==> src/rtl/psdi_dsp_pkg.sv <==
// Shared types and helpers for the PSDI audio DSP rate-degrade path.
package psdi_dsp_pkg;

    typedef enum logic [1:0] {
        MODE_BYP    = 2'b00,
        MODE_HOLD   = 2'b01,
        MODE_HOLDQ  = 2'b10,
        MODE_INTERP = 2'b11
    } mode_t;

    localparam int KMAX_DEFAULT = 4;

    // Zero or anything wider than the sample means full width (no requantization).
    function automatic logic [4:0] clamp_nq(input logic [4:0] nquant, input int w);
        if (nquant == 5'd0 || int'(nquant) > w) return 5'(w);
        return nquant;
    endfunction

endpackage

==> src/rtl/psdi_requant.sv <==
// Round-half-up requantizer: keeps the top nq bits of a signed sample,
// saturating on positive overflow.
module psdi_requant #(
    parameter int W = 18
) (
    input  logic [W-1:0] datain,
    input  logic [4:0]   nq,
    output logic [W-1:0] dataout
);
    localparam logic [W:0]   ONE     = {{W{1'b0}}, 1'b1};
    localparam logic [W-1:0] POS_MAX = {1'b0, {(W-1){1'b1}}};

    logic [4:0]   drop;
    logic [W:0]   sum;
    logic [W-1:0] keep;

    always_comb begin
        drop = 5'(W) - nq;
        keep = {W{1'b1}} << drop;
        sum  = {datain[W-1], datain} + ((drop == 5'd0) ? '0 : (ONE << (drop - 5'd1)));
        // Only a positive sample can overflow, since the rounding term is positive.
        if (!sum[W] && sum[W-1]) dataout = POS_MAX & keep;
        else                     dataout = sum[W-1:0] & keep;
    end

endmodule

==> src/rtl/psdi_rate_degrade.sv <==
// Multichannel decimate / requantize / reconstruct stage. Input capture,
// then phase and A/B update, then the output register.
module psdi_rate_degrade
    import psdi_dsp_pkg::*;
#(
    parameter int NCH  = 2,
    parameter int W    = 18,
    parameter int KMAX = KMAX_DEFAULT
) (
    input  logic             clock,
    input  logic             reset,
    input  logic             data_en,
    input  logic [1:0]       mode,
    input  logic [2:0]       nfreq_log2,
    input  logic [4:0]       nquant,
    input  logic [NCH*W-1:0] datain,
    output logic [NCH*W-1:0] dataout,
    output logic             endataout
);
    localparam logic [KMAX:0] SPAN_ONE = {{KMAX{1'b0}}, 1'b1};

    mode_t           cfg_mode_reg, s1_mode_reg;
    logic [2:0]      cfg_k_reg, s1_k_reg;
    logic [4:0]      cfg_nq_reg;
    logic [KMAX-1:0] phase_reg, s1_phase_reg, phase_last;
    logic            en_reg, s1_valid_reg, s1_capture_reg, endataout_reg;
    logic            capture, boundary, requant_on, emit;
    logic [2:0]      k_port;
    logic [4:0]      nq_eff;
    logic [KMAX:0]   span;

    always_comb begin
        span       = SPAN_ONE << cfg_k_reg;
        phase_last = KMAX'(span - SPAN_ONE);
        capture    = en_reg && (phase_reg == '0);
        boundary   = en_reg && (phase_reg == phase_last);
        requant_on = (cfg_mode_reg == MODE_HOLDQ) || (cfg_mode_reg == MODE_INTERP);
        nq_eff     = requant_on ? cfg_nq_reg : 5'(W);
        k_port     = (int'(nfreq_log2) > KMAX) ? 3'(KMAX) : nfreq_log2;
        emit       = s1_valid_reg && (s1_capture_reg || (s1_mode_reg == MODE_BYP)
                                      || (s1_mode_reg == MODE_INTERP));
    end

    always_ff @(posedge clock) begin
        if (!reset) begin
            cfg_mode_reg   <= mode_t'(mode);
            cfg_k_reg      <= k_port;
            cfg_nq_reg     <= clamp_nq(nquant, W);
            phase_reg      <= '0;
            en_reg         <= 1'b0;
            s1_valid_reg   <= 1'b0;
            s1_capture_reg <= 1'b0;
            s1_mode_reg    <= MODE_BYP;
            s1_k_reg       <= '0;
            s1_phase_reg   <= '0;
            endataout_reg  <= 1'b0;
        end else begin
            en_reg        <= data_en;
            s1_valid_reg  <= en_reg;
            endataout_reg <= emit;
            if (en_reg) begin
                s1_capture_reg <= capture;
                s1_mode_reg    <= cfg_mode_reg;
                s1_k_reg       <= cfg_k_reg;
                s1_phase_reg   <= phase_reg;
                phase_reg      <= boundary ? '0 : phase_reg + 1'b1;
            end
            // New settings apply from the phase-0 sample after the boundary.
            if (boundary) begin
                cfg_mode_reg <= mode_t'(mode);
                cfg_k_reg    <= k_port;
                cfg_nq_reg   <= clamp_nq(nquant, W);
            end
        end
    end

    assign endataout = endataout_reg;

    for (genvar gi = 0; gi < NCH; gi++) begin : g_ch
        logic [W-1:0]           din_reg, byp_reg, a_reg, b_reg, dout_reg, rq, interp;
        logic signed [W+KMAX:0] diff_ext, phase_ext, prod;

        psdi_requant #(.W(W)) u_requant (
            .datain (din_reg),
            .nq     (nq_eff),
            .dataout(rq)
        );

        // Result lies between A and B, so truncating to W bits is exact.
        always_comb begin
            diff_ext  = $signed({{(KMAX+1){b_reg[W-1]}}, b_reg})
                      - $signed({{(KMAX+1){a_reg[W-1]}}, a_reg});
            phase_ext = $signed({{(W+1){1'b0}}, s1_phase_reg});
            prod      = diff_ext * phase_ext;
            interp    = a_reg + W'(prod >>> s1_k_reg);
        end

        always_ff @(posedge clock) begin
            if (!reset) begin
                din_reg  <= '0;
                byp_reg  <= '0;
                a_reg    <= '0;
                b_reg    <= '0;
                dout_reg <= '0;
            end else begin
                if (data_en) din_reg <= datain[gi*W +: W];
                if (en_reg) begin
                    byp_reg <= din_reg;
                    if (capture && cfg_mode_reg != MODE_BYP) begin
                        if (cfg_mode_reg == MODE_INTERP) a_reg <= b_reg;
                        b_reg <= rq;
                    end
                end
                if (emit) begin
                    case (s1_mode_reg)
                        MODE_BYP:    dout_reg <= byp_reg;
                        MODE_INTERP: dout_reg <= interp;
                        default:     dout_reg <= b_reg;
                    endcase
                end
            end
        end

        assign dataout[gi*W +: W] = dout_reg;
    end

endmodule

==> config.mk <==
export PLATFORM = sky130hd
export DESIGN_NAME = psdi_rate_degrade
export DESIGN_NICKNAME = d
export VERILOG_FILES = /design/src/rtl/psdi_dsp_pkg.sv /design/src/rtl/psdi_requant.sv /design/src/rtl/psdi_rate_degrade.sv
export SDC_FILE = /design/constraint.sdc
export NUM_CORES = 1
export LEC_CHECK = 0
export CAP_MARGIN = 20
export CORE_UTILIZATION = 45
export CTS_BUF_LIST = sky130_fd_sc_hd__clkbuf_4 sky130_fd_sc_hd__clkbuf_8 sky130_fd_sc_hd__clkbuf_16
export CTS_CLUSTER_DIAMETER = 120
export CTS_CLUSTER_SIZE = 10
export DETAILED_ROUTE_END_ITERATION = 12
export MAX_ROUTING_LAYER = met4
export PLACE_DENSITY_LB_ADDON = 0.05
export SYNTH_ARGS = -nofsm -noshare
export SYNTH_HDL_FRONTEND = slang
export SYNTH_SLANG_ARGS = --single-unit
==> constraint.sdc <==
create_clock -name clock -period 12.7 [get_ports clock]
set_clock_uncertainty 0.2 [all_clocks]
set_input_delay 2.54 -clock clock [delete_from_list [all_inputs] [get_ports clock]]
set_output_delay 2.54 -clock clock [all_outputs]
set_load 0.05 [all_outputs]
# Word-level counts from Yosys, hierarchy flattened
# Index checks and enable logic that the tools add are counted.
[word_totals]
register_bits = 207
latchBits = 0
ram_bits = 0
mem_bits_ro = 0
in_bits = 49
memories = 0
[op_classes]
addsub = 10
mul = 2
div_mod_pow = 0
n_lt_le_gt_ge = 2
eq_ne = 5
shifts = 5
muxes = 21
bitwise_logic = 2
n_reduce_logical = 19
[op_table]
columns = ["operator", "n"]
rows = [
  ["one-hot mux 18 bit (2 select lines)", 2],
  ["multiplier 19 x 5 -> 23 bit", 2],
  [">>> shifter 23 x 3 -> 18 bit", 2],
  ["adder 19 bit", 2],
  ["subtractor 18 x 18 -> 19 bit", 2],
  ["adder 18 bit", 2],
  ["bitwise AND 18 bit", 2],
  ["2-to-1 mux 18 bit", 2],
  ["2-to-1 mux 5 bit", 6],
  ["2-to-1 mux 19 bit", 1],
  ["left shift 1 x 5 -> 19 bit (first input constant)", 1],
  ["left shift 18 x 5 -> 18 bit (first input constant)", 1],
  ["zero test 5 bit", 2],
  ["2-to-1 mux 3 bit", 3],
  ["== test 2 bit (second input constant)", 3],
  ["logical AND 1 bit", 6],
  ["greater-than comparator 5 bit (second input constant)", 1],
  ["subtractor 5 x 1 -> 5 bit (second input constant)", 1],
  ["subtractor 5 bit (first input constant)", 1],
  ["adder 4 x 1 -> 4 bit (second input constant)", 1],
  ["== test 4 bit", 1],
  ["zero test 4 bit", 1],
  ["logical OR 1 bit", 4],
  ["2-to-1 mux 1 bit", 4],
  ["11 further kinds", 13],
]

# Depth between registers and ports, before layout
# Gate-level depths: netlist of run 1.
[logic_depth]
depth_word = 11
depth_mapped = 38
ltp_nobuf = 38

# Modules after synthesis
# A second synthesis of run 1 with hierarchy kept.
[unflattened]
cells_unflattened = 2779
hier_area_um2 = 22135.0
[by_module_without_submodules]
columns = ["mod", "n_inst", "cells_each", "area_each_um2"]
rows = [
  ["psdi_rate_degrade", 1, 2319, 18969.4],
  ["psdi_requant", 2, 230, 1582.8],
]

# Worst setup path after synthesis of run 1
# OpenSTA, ideal clock, no wires.
[synth_path]
kind = "register to register"
from = "register g_ch[1].a_reg[1]"
to = "register g_ch[1].dout_reg[17]"
setup_time_ns = 0.127
arrival_ns = 7.628
slack_ns = 4.745
stages_incl_launch_ff = 37
path_buffers = 0
period_less_slack_ns = 7.955
path_cell_list = "dfxtp_1 inv_1 ha_1 nor2b_1 o21ai_0 a21boi_0 o21ai_0 a21oi_1 a21oi_1 xnor2_1 and2_1 ha_1 fa_1 inv_1 fa_1 inv_1 ha_1 a21o_1 a2111oi_0 a21boi_1 o211a_1 o21bai_1 a21oi_1 xor2_1 mux2i_1 mux2_2 mux2_2 ha_1 a21o_1 a21o_1 a21oi_1 o21ai_0 a211oi_1 and3_1 nor2_1 a41o_1 or3_1"
[synth_between]
elab_chain_cells = 5
[synth_lines]
columns = ["item", "line_no", "rtl"]
rows = [
  ["start, declared", "psdi_rate_degrade.sv:80", "logic [W-1:0] din_reg, byp_reg, a_reg, b_reg, dout_reg, rq, interp;"],
  ["start signal, assigned", "psdi_rate_degrade.sv:110", "if (cfg_mode_reg == MODE_INTERP) a_reg <= b_reg;"],
  ["subtractor 18 x 18 -> 19 bit", "psdi_rate_degrade.sv:92", "- $signed({{(KMAX+1){a_reg[W-1]}}, a_reg});"],
  ["multiplier 19 x 5 -> 23 bit", "psdi_rate_degrade.sv:94", "prod = diff_ext * phase_ext;"],
  [">>> shifter 23 x 3 -> 18 bit", "psdi_rate_degrade.sv:95", "interp = a_reg + W'(prod >>> s1_k_reg);"],
  ["adder 18 bit *", "psdi_rate_degrade.sv:95", ""],
  ["one-hot mux 18 bit (2 select lines) *", "psdi_rate_degrade.sv:115", "case (s1_mode_reg)"],
  ["end signal, assigned", "psdi_rate_degrade.sv:116", "MODE_BYP: dout_reg <= byp_reg;"],
  ["end signal, assigned", "psdi_rate_degrade.sv:117", "MODE_INTERP: dout_reg <= interp;"],
  ["end signal, assigned", "psdi_rate_degrade.sv:118", "default: dout_reg <= b_reg;"],
  ["end, declared", "psdi_rate_degrade.sv:80", ""],
]
# Every way passes the cells marked *; elsewhere a longest branch is shown, timed or not.
# A chain may end at the register's enable or synchronous reset.

# Worst setup path after layout of run 1
# Ends and elaborated chain as after synthesis.

==> results.sh, run 1 <==
export IMPL_async_reset_ff_frac=0
export IMPL_fin_crit_sh=0.704
export IMPL_synth_edf_count=10
export IMPL_multi_input_area_sq_um=15200
export IMPL_die_h_microns=217
export IMPL_power_share_switching=0.310
export IMPL_routed_wl_microns=59700
export IMPL_p_comb_frac=0.220
export IMPL_core_area_sq_um=45500
export IMPL_dr_total_vias=18000
export IMPL_drtAntennaViolNets=0
export IMPL_n_fill_cell=4529
export IMPL_wire_per_inst_microns=18.5
export IMPL_worst_slew_pin_slew_ps=1000
export IMPL_clkLatencyLatePin_ps=530
export IMPL_seqCellArea_sq_um=4250
export IMPL_critical_path_arrival_ps=9160
export IMPL_cts_root_buf="clkbuf_16"
export IMPL_layout_drive_gt1_share=0.0434
export IMPL_gp_congestion=0.903
export IMPL_layoutNonFillerInstCount=3224
export IMPL_synth_cell_type_count=85
export IMPL_cap_violations=0
export IMPL_die_area_sq_um=47000
export IMPL_ys_seq_area_frac=0.204
export IMPL_route_detailed_drc=0
export IMPL_antenna_found_initial=0
export IMPL_setup_tns_ps=0
export IMPL_boundaryPins=86
export IMPL_io_buffers=85
export IMPL_max_stage_delay_ps=580
export IMPL_internal_power_mw=1.17
export IMPL_ctsResizeCount=0
export IMPL_hold_violations=0
export IMPL_synth_cell_area_sq_um=20800
export IMPL_place_hpwl_microns=47500
export IMPL_mostFrequentLayoutCells="nand2_1, inv_1, ha_1"
export IMPL_overflow=0
export IMPL_clkSlewWorstSetupHoldPaths_ps=60
export IMPL_cts_buffers=24
export IMPL_num_antenna_cells=0
export IMPL_power_leakage_nw=10.0
export IMPL_mostFrequentLayoutCell="nand2_1"
export IMPL_clkPwrFrac=0.368
export IMPL_fin_nets=2958
export IMPL_hold_path_class="reg2reg"
export IMPL_startpoint="g_ch[1].a_reg[1]"
export IMPL_clockBufferDepth=3
export IMPL_cp_required_ps=12920
export IMPL_ir_drop_mv=0.114
export IMPL_cts_sinks=207
export IMPL_synth_nets=2936
export IMPL_cp_end_kind="flop"
export IMPL_fp_dieW_microns=217
export IMPL_powerDensity_nw_per_um2=74.7
export IMPL_worstPathMaxFanout=5
export IMPL_first_iter_violations=1011
export IMPL_switchingPower_uw=527
export IMPL_syn_inst=2598
export IMPL_crit_type="reg2reg"
export IMPL_utilization=0.501
export IMPL_tritoncts="yes"
export IMPL_dp_worst_setup_slack_ps=3820
export IMPL_finalSetupViolCount=0
export IMPL_post_cts_buffers=0
export IMPL_stdcell_area_sq_um=22800
export IMPL_grt_setup_unrepaired="false"
export IMPL_hold_start="g_ch[0].a_reg[17]"
export IMPL_slew_headroom=0.332
export IMPL_num_rows=78
export IMPL_seqPwrFrac=0.412
export IMPL_ys_flop_type="dfxtp_1"
export IMPL_grt_max_degree=72
export IMPL_dp_cells=3193
export IMPL_status="complete, no violations"
export IMPL_first_pass_iters=7
export IMPL_synth_seq_cells=207
export IMPL_clock_fmax_ghz=0.112
export IMPL_syn_to_final_growth_pct=9.62
export IMPL_ys_warn_count=0
export IMPL_dpl_instance_area_sq_um=22100
export IMPL_r2r_start="g_ch[1].a_reg[1]"
export IMPL_start_util=0.457
export IMPL_hold_buffers=0
export IMPL_fin_ws_ps=3760
export IMPL_grt_pass1_vias=17400
export IMPL_grt_use_total=0.263
export IMPL_htreeDepth=1
export IMPL_slew_violations=0
export IMPL_min_period_ps=8940
export IMPL_cp_slowest_cell="o311ai_0"
export IMPL_crit_path_start_kind="flop"
export IMPL_grt_pass1_wl_microns=96200
export IMPL_syn_area_per_cell_sq_um=8.00
export IMPL_viasPerCell=5.57
[metrics by stage]
| stage | power [mW] | hold WS, ps |
|---|---|---|
| after floorplan | 0.964 | 243 |
| after global placement | 1.08 | 253 |
| after detailed placement | 1.09 | 257 |
| after CTS | 1.72 | 265 |
| after global routing | 1.78 | 290 |
| final | 1.70 | 264 |
[power groups by stage]
stage	combinational [mW]	sequential (mW)	clock, mW
after floorplan	0.251	0.712	0
after global placement	0.367	0.715	0
after detailed placement	0.370	0.715	0
after CTS	0.372	0.701	0.643
after global routing	0.412	0.703	0.664
final	0.374	0.701	0.626
[worst max-delay path: cells and delay by family, from the launching register on]
family | cells | cell delay [ps]
AOI/OAI and AO/OA | 16 | 3620
xor gates and xnor gates | 2 | 550
adders and majority gates | 6 | 2020
buffers and inverters | 3 | 200
DFF | 1 | 410
muxes | 3 | 710
and+or+nand+nor | 6 | 1090
[final timing paths]
kind              cells past startpoint                    to  slack, ps
setup / recovery                     36  g_ch[1].dout_reg[17]       3760
hold / removal                        2     g_ch[0].a_reg[17]        260
setup reg to reg                     36  g_ch[1].dout_reg[17]       3760
hold reg to reg                       2     g_ch[0].a_reg[17]        260
[final cells by class]
cell class	instances	share of cell area
Clock buffer	29	0.0288
Clock inverter	1	0.000220
Inverter	239	0.0394
Multi-Input combinational cell	2041	0.667
Sequential cell	207	0.186
Tap cell	600	0.0330
Timing Repair Buffer	107	0.0448
[cells in the mapped netlist (7+ instances only)]
library cell  count  area share
fa_1             82       0.079
a221oi_1          7      0.0030
ha_1            207        0.12
buf_1            19      0.0034
and3_1           17      0.0051
xnor2_1          83       0.035
or2_2            10      0.0030
a211oi_1         26      0.0094
a21boi_0         56       0.020
a31oi_1          18      0.0054
o211ai_1         41       0.015
nand2b_1         25      0.0075
nor2b_1         105       0.032
o21ai_0         123       0.030
a21o_1           44       0.016
o31ai_1          16      0.0058
dfxtp_1         197        0.19
clkbuf_1         84       0.015
nand4_1           7      0.0021
o21a_1           22      0.0079
or3_1            24      0.0072
and2_1          120       0.036
mux2_2           31       0.017
a221o_1          11      0.0053
nand3_1          34      0.0082
xor2_1           36       0.015
nor3_1           40      0.0096
inv_1           237       0.043
a21oi_1         154       0.037
nor2_1          163       0.029
o21ai_1           7      0.0017
o21bai_1         14      0.0051
edfxtp_1         10       0.014
mux2i_1         110       0.053
nand2_1         292       0.053
[cell families after synthesis]
family / share of synthesized area
compound gates: 0.199
xor+xnor: 0.0534
fa+ha+maj: 0.204
buf+inv: 0.0652
flops: 0.204
mux: 0.0720
simple gates: 0.202
[metal layers]
layer,routed length (microns),global-route usage,part of all wire
met1,30200,0.375,0.51
met2,26000,0.402,0.43
met3,1990,0.0152,0.033
met4,1580,0.0723,0.027
met5,0,-,0
(Power assumes the default switching activity.)
==> run 2: changes to the inputs <==
- clock period: 12.7 -> 7.3 ns (I/O delays scaled with it)
==> run 2 against run 1 <==
  * The run now ends with negative setup slack left
  * Final cell count grew 12%
  * Worst setup slack lost 4100 ps
  * Maximum frequency grew 17%
  * Core utilization grew 9.9 points
  * Routed wire length grew 9.6%
  * Register-to-register slack lost 4100 ps
  * Sequential share of layout area shrank 3.1 points
  * Non-clock buffer count grew 382
  * Worst hold slack lost 14 ps
  * Critical path depth is the same
  * Global-route usage grew 1.9 points
  * Critical path type unchanged
==> results.sh, run 2 (synthesis results as in run 1) <==
export IMPL_cp_common_cell="ha_4"
export IMPL_overflow=0
export IMPL_p_comb_frac=0.269
export IMPL_wire_per_inst_microns=18.2
export IMPL_hold_buffers=0
export IMPL_setup_tns_ps=-1130
export IMPL_cts_sinks=207
export IMPL_first_iter_violations=1216
export IMPL_slew_violations=0
export IMPL_cp_slowest_cell="fa_1"
export IMPL_seqPwrFrac=0.385
export IMPL_boundaryPins=86
export IMPL_routed_wl_microns=65500
export IMPL_clkLatencyLatePin_ps=540
export IMPL_dpl_instance_area_sq_um=24900
export IMPL_whs_ps=250
export IMPL_min_period_ps=7660
export IMPL_io_buffers=85
export IMPL_fin_ws_ps=-360
export IMPL_antenna_found_initial=0
export IMPL_grt_setup_unrepaired="true"
export IMPL_dp_worst_setup_slack_ps=-731
export IMPL_cp_end_kind="flop"
export IMPL_dp_cells=3545
export IMPL_crit_path_start_kind="flop"
export IMPL_fin_crit_sh=1.05
export IMPL_grt_pass1_vias=19100
export IMPL_hold_violations=0
export IMPL_first_pass_iters=6
export IMPL_route_detailed_drc=0
export IMPL_clockBufferDepth=3
export IMPL_tritoncts="yes"
export IMPL_grt_pass1_wl_microns=103000
export IMPL_ir_drop_mv=0.157
export IMPL_viasPerCell=5.44
export IMPL_stdcell_area_sq_um=27300
export IMPL_num_antenna_cells=0
export IMPL_worst_slew_pin_slew_ps=1100
export IMPL_internal_power_mw=2.19
export IMPL_syn_to_final_growth_pct=31.3
export IMPL_crit_buf_inv=3
export IMPL_max_stage_delay_ps=540
export IMPL_cts_root_buf="clkbuf_16"
export IMPL_powerDensity_nw_per_um2=116
export IMPL_clock_fmax_ghz=0.131
export IMPL_cts_buffers=24
export IMPL_layout_drive_gt1_share=0.245
export IMPL_status="finished with violations"
export IMPL_grt_max_degree=75
export IMPL_grt_use_total=0.282
export IMPL_place_hpwl_microns=51800
export IMPL_cap_violations=0
export IMPL_critical_path_arrival_ps=7880
export IMPL_mostFrequentLayoutCell="buf_4"
export IMPL_htreeDepth=1
export IMPL_switchingPower_uw=976
export IMPL_core_area_sq_um=45500
export IMPL_cp_required_ps=7520
export IMPL_layoutNonFillerInstCount=3606
export IMPL_slew_headroom=0.265
export IMPL_power_share_switching=0.309
export IMPL_finalSetupViolCount=9
export IMPL_fin_nets=3340
export IMPL_die_h_microns=217
export IMPL_fp_dieW_microns=217
export IMPL_clkSlewWorstSetupHoldPaths_ps=60
export IMPL_dr_total_vias=19600
export IMPL_mostFrequentLayoutCells="buf_4, nand2_1, inv_1"
export IMPL_start_util=0.457
export IMPL_worstPathMaxFanout=3
export IMPL_clkPwrFrac=0.347
export IMPL_power_leakage_nw=12.4
export IMPL_n_fill_cell=4167
export IMPL_path_delay_family="compound AO/OA/AOI/OAI gates"
export IMPL_violations="negative setup slack"
export IMPL_gp_congestion=0.932
export IMPL_hold_path_class="reg2reg"
export IMPL_crit_type="reg2reg"
export IMPL_die_area_sq_um=47000
export IMPL_drtAntennaViolNets=0
export IMPL_num_rows=78
==> run 2: worst paths after layout <==
| kind | from | endpoint | slack (ps) | depth (start not counted) |
|---|---|---|---|---|
| setup / recovery | g_ch[1].a_reg[1] | g_ch[1].dout_reg[17] | -360 | 36 |
| hold / removal | g_ch[1].dout_reg[9] | g_ch[1].dout_reg[9] | 250 | 2 |
| setup reg to reg | g_ch[1].a_reg[1] | g_ch[1].dout_reg[17] | -360 | 36 |
| hold reg to reg | g_ch[1].dout_reg[9] | g_ch[1].dout_reg[9] | 250 | 2 |
==> run 2: worst reg2reg max path, delay by kind of cell, from the launching register on <==
kind                     cells  cell delay, ps
AO/OA/AOI/OAI               17            2910
adder cells (fa/ha/maj)      6            1840
AND/OR/NAND/NOR              5             950
multiplexers                 3             730
XOR/XNOR                     2             430
flip-flops                   1             330
buffers and inverters        3             150
==> run 2: power groups by stage <==
stage,logic [mW],clock network [mW],registers [mW]
3_5_place_dp,0.757,0,1.24
5_1_grt,0.918,1.15,1.22
4_1_cts,0.800,1.11,1.22
3_3_place_gp,0.748,0,1.24
2_1_floorplan,0.442,0,1.24
6_report,0.850,1.10,1.22
==> run 2: final cells by class <==
type / count / area (sq um) / area share
Sequential cell: 207 / 4250 / 0.156
Timing Repair Buffer: 489 / 3940 / 0.144
Clock inverter: 1 / 5.00 / 0.000183
Tap cell: 600 / 751 / 0.0275
Clock buffer: 29 / 656 / 0.0240
Multi-Input combinational cell: 2041 / 16800 / 0.615
Inverter: 239 / 897 / 0.0329
==> run 2: metrics by stage <==
stage	power [mW]	util
finish	3.16	0.600
floorplan	1.68	-
global route	3.29	0.600
detailed placement	2.00	0.547
CTS	3.13	0.580
global placement	1.99	0.547
==> run 2: timing repair <==
action                     CTS  global route
setup endpoints to repair   25            28
resized for setup          147           169
buffers inserted            16            15
pin swaps                   56            82
==> run 2: routing by layer <==
metal / part of all wire / routed length (microns) / GRT usage / vias up
met4: 0.026 / 1680 / 0.0793 / 0
met2: 0.44 / 29000 / 0.436 / 439
met3: 0.036 / 2360 / 0.0151 / 78
li1: - / - / - / 9773
met5: 0 / 0 / - / -
met1: 0.50 / 32400 / 0.398 / 9309
==> run 3: changes to the inputs <==
--- a/constraint.sdc
+++ b/constraint.sdc
@@ -4,2 +4,2 @@
 set_output_delay 1.46 -clock clock [all_outputs]
-set_load 0.05 [all_outputs]
+set_load 0.02 [all_outputs]
==> results of run 3 <==
The final DEF is identical to that of run 2. Status: finished with violations: negative setup slack.
Among the figures that moved: total power 3.16 mW -> 3.15 mW
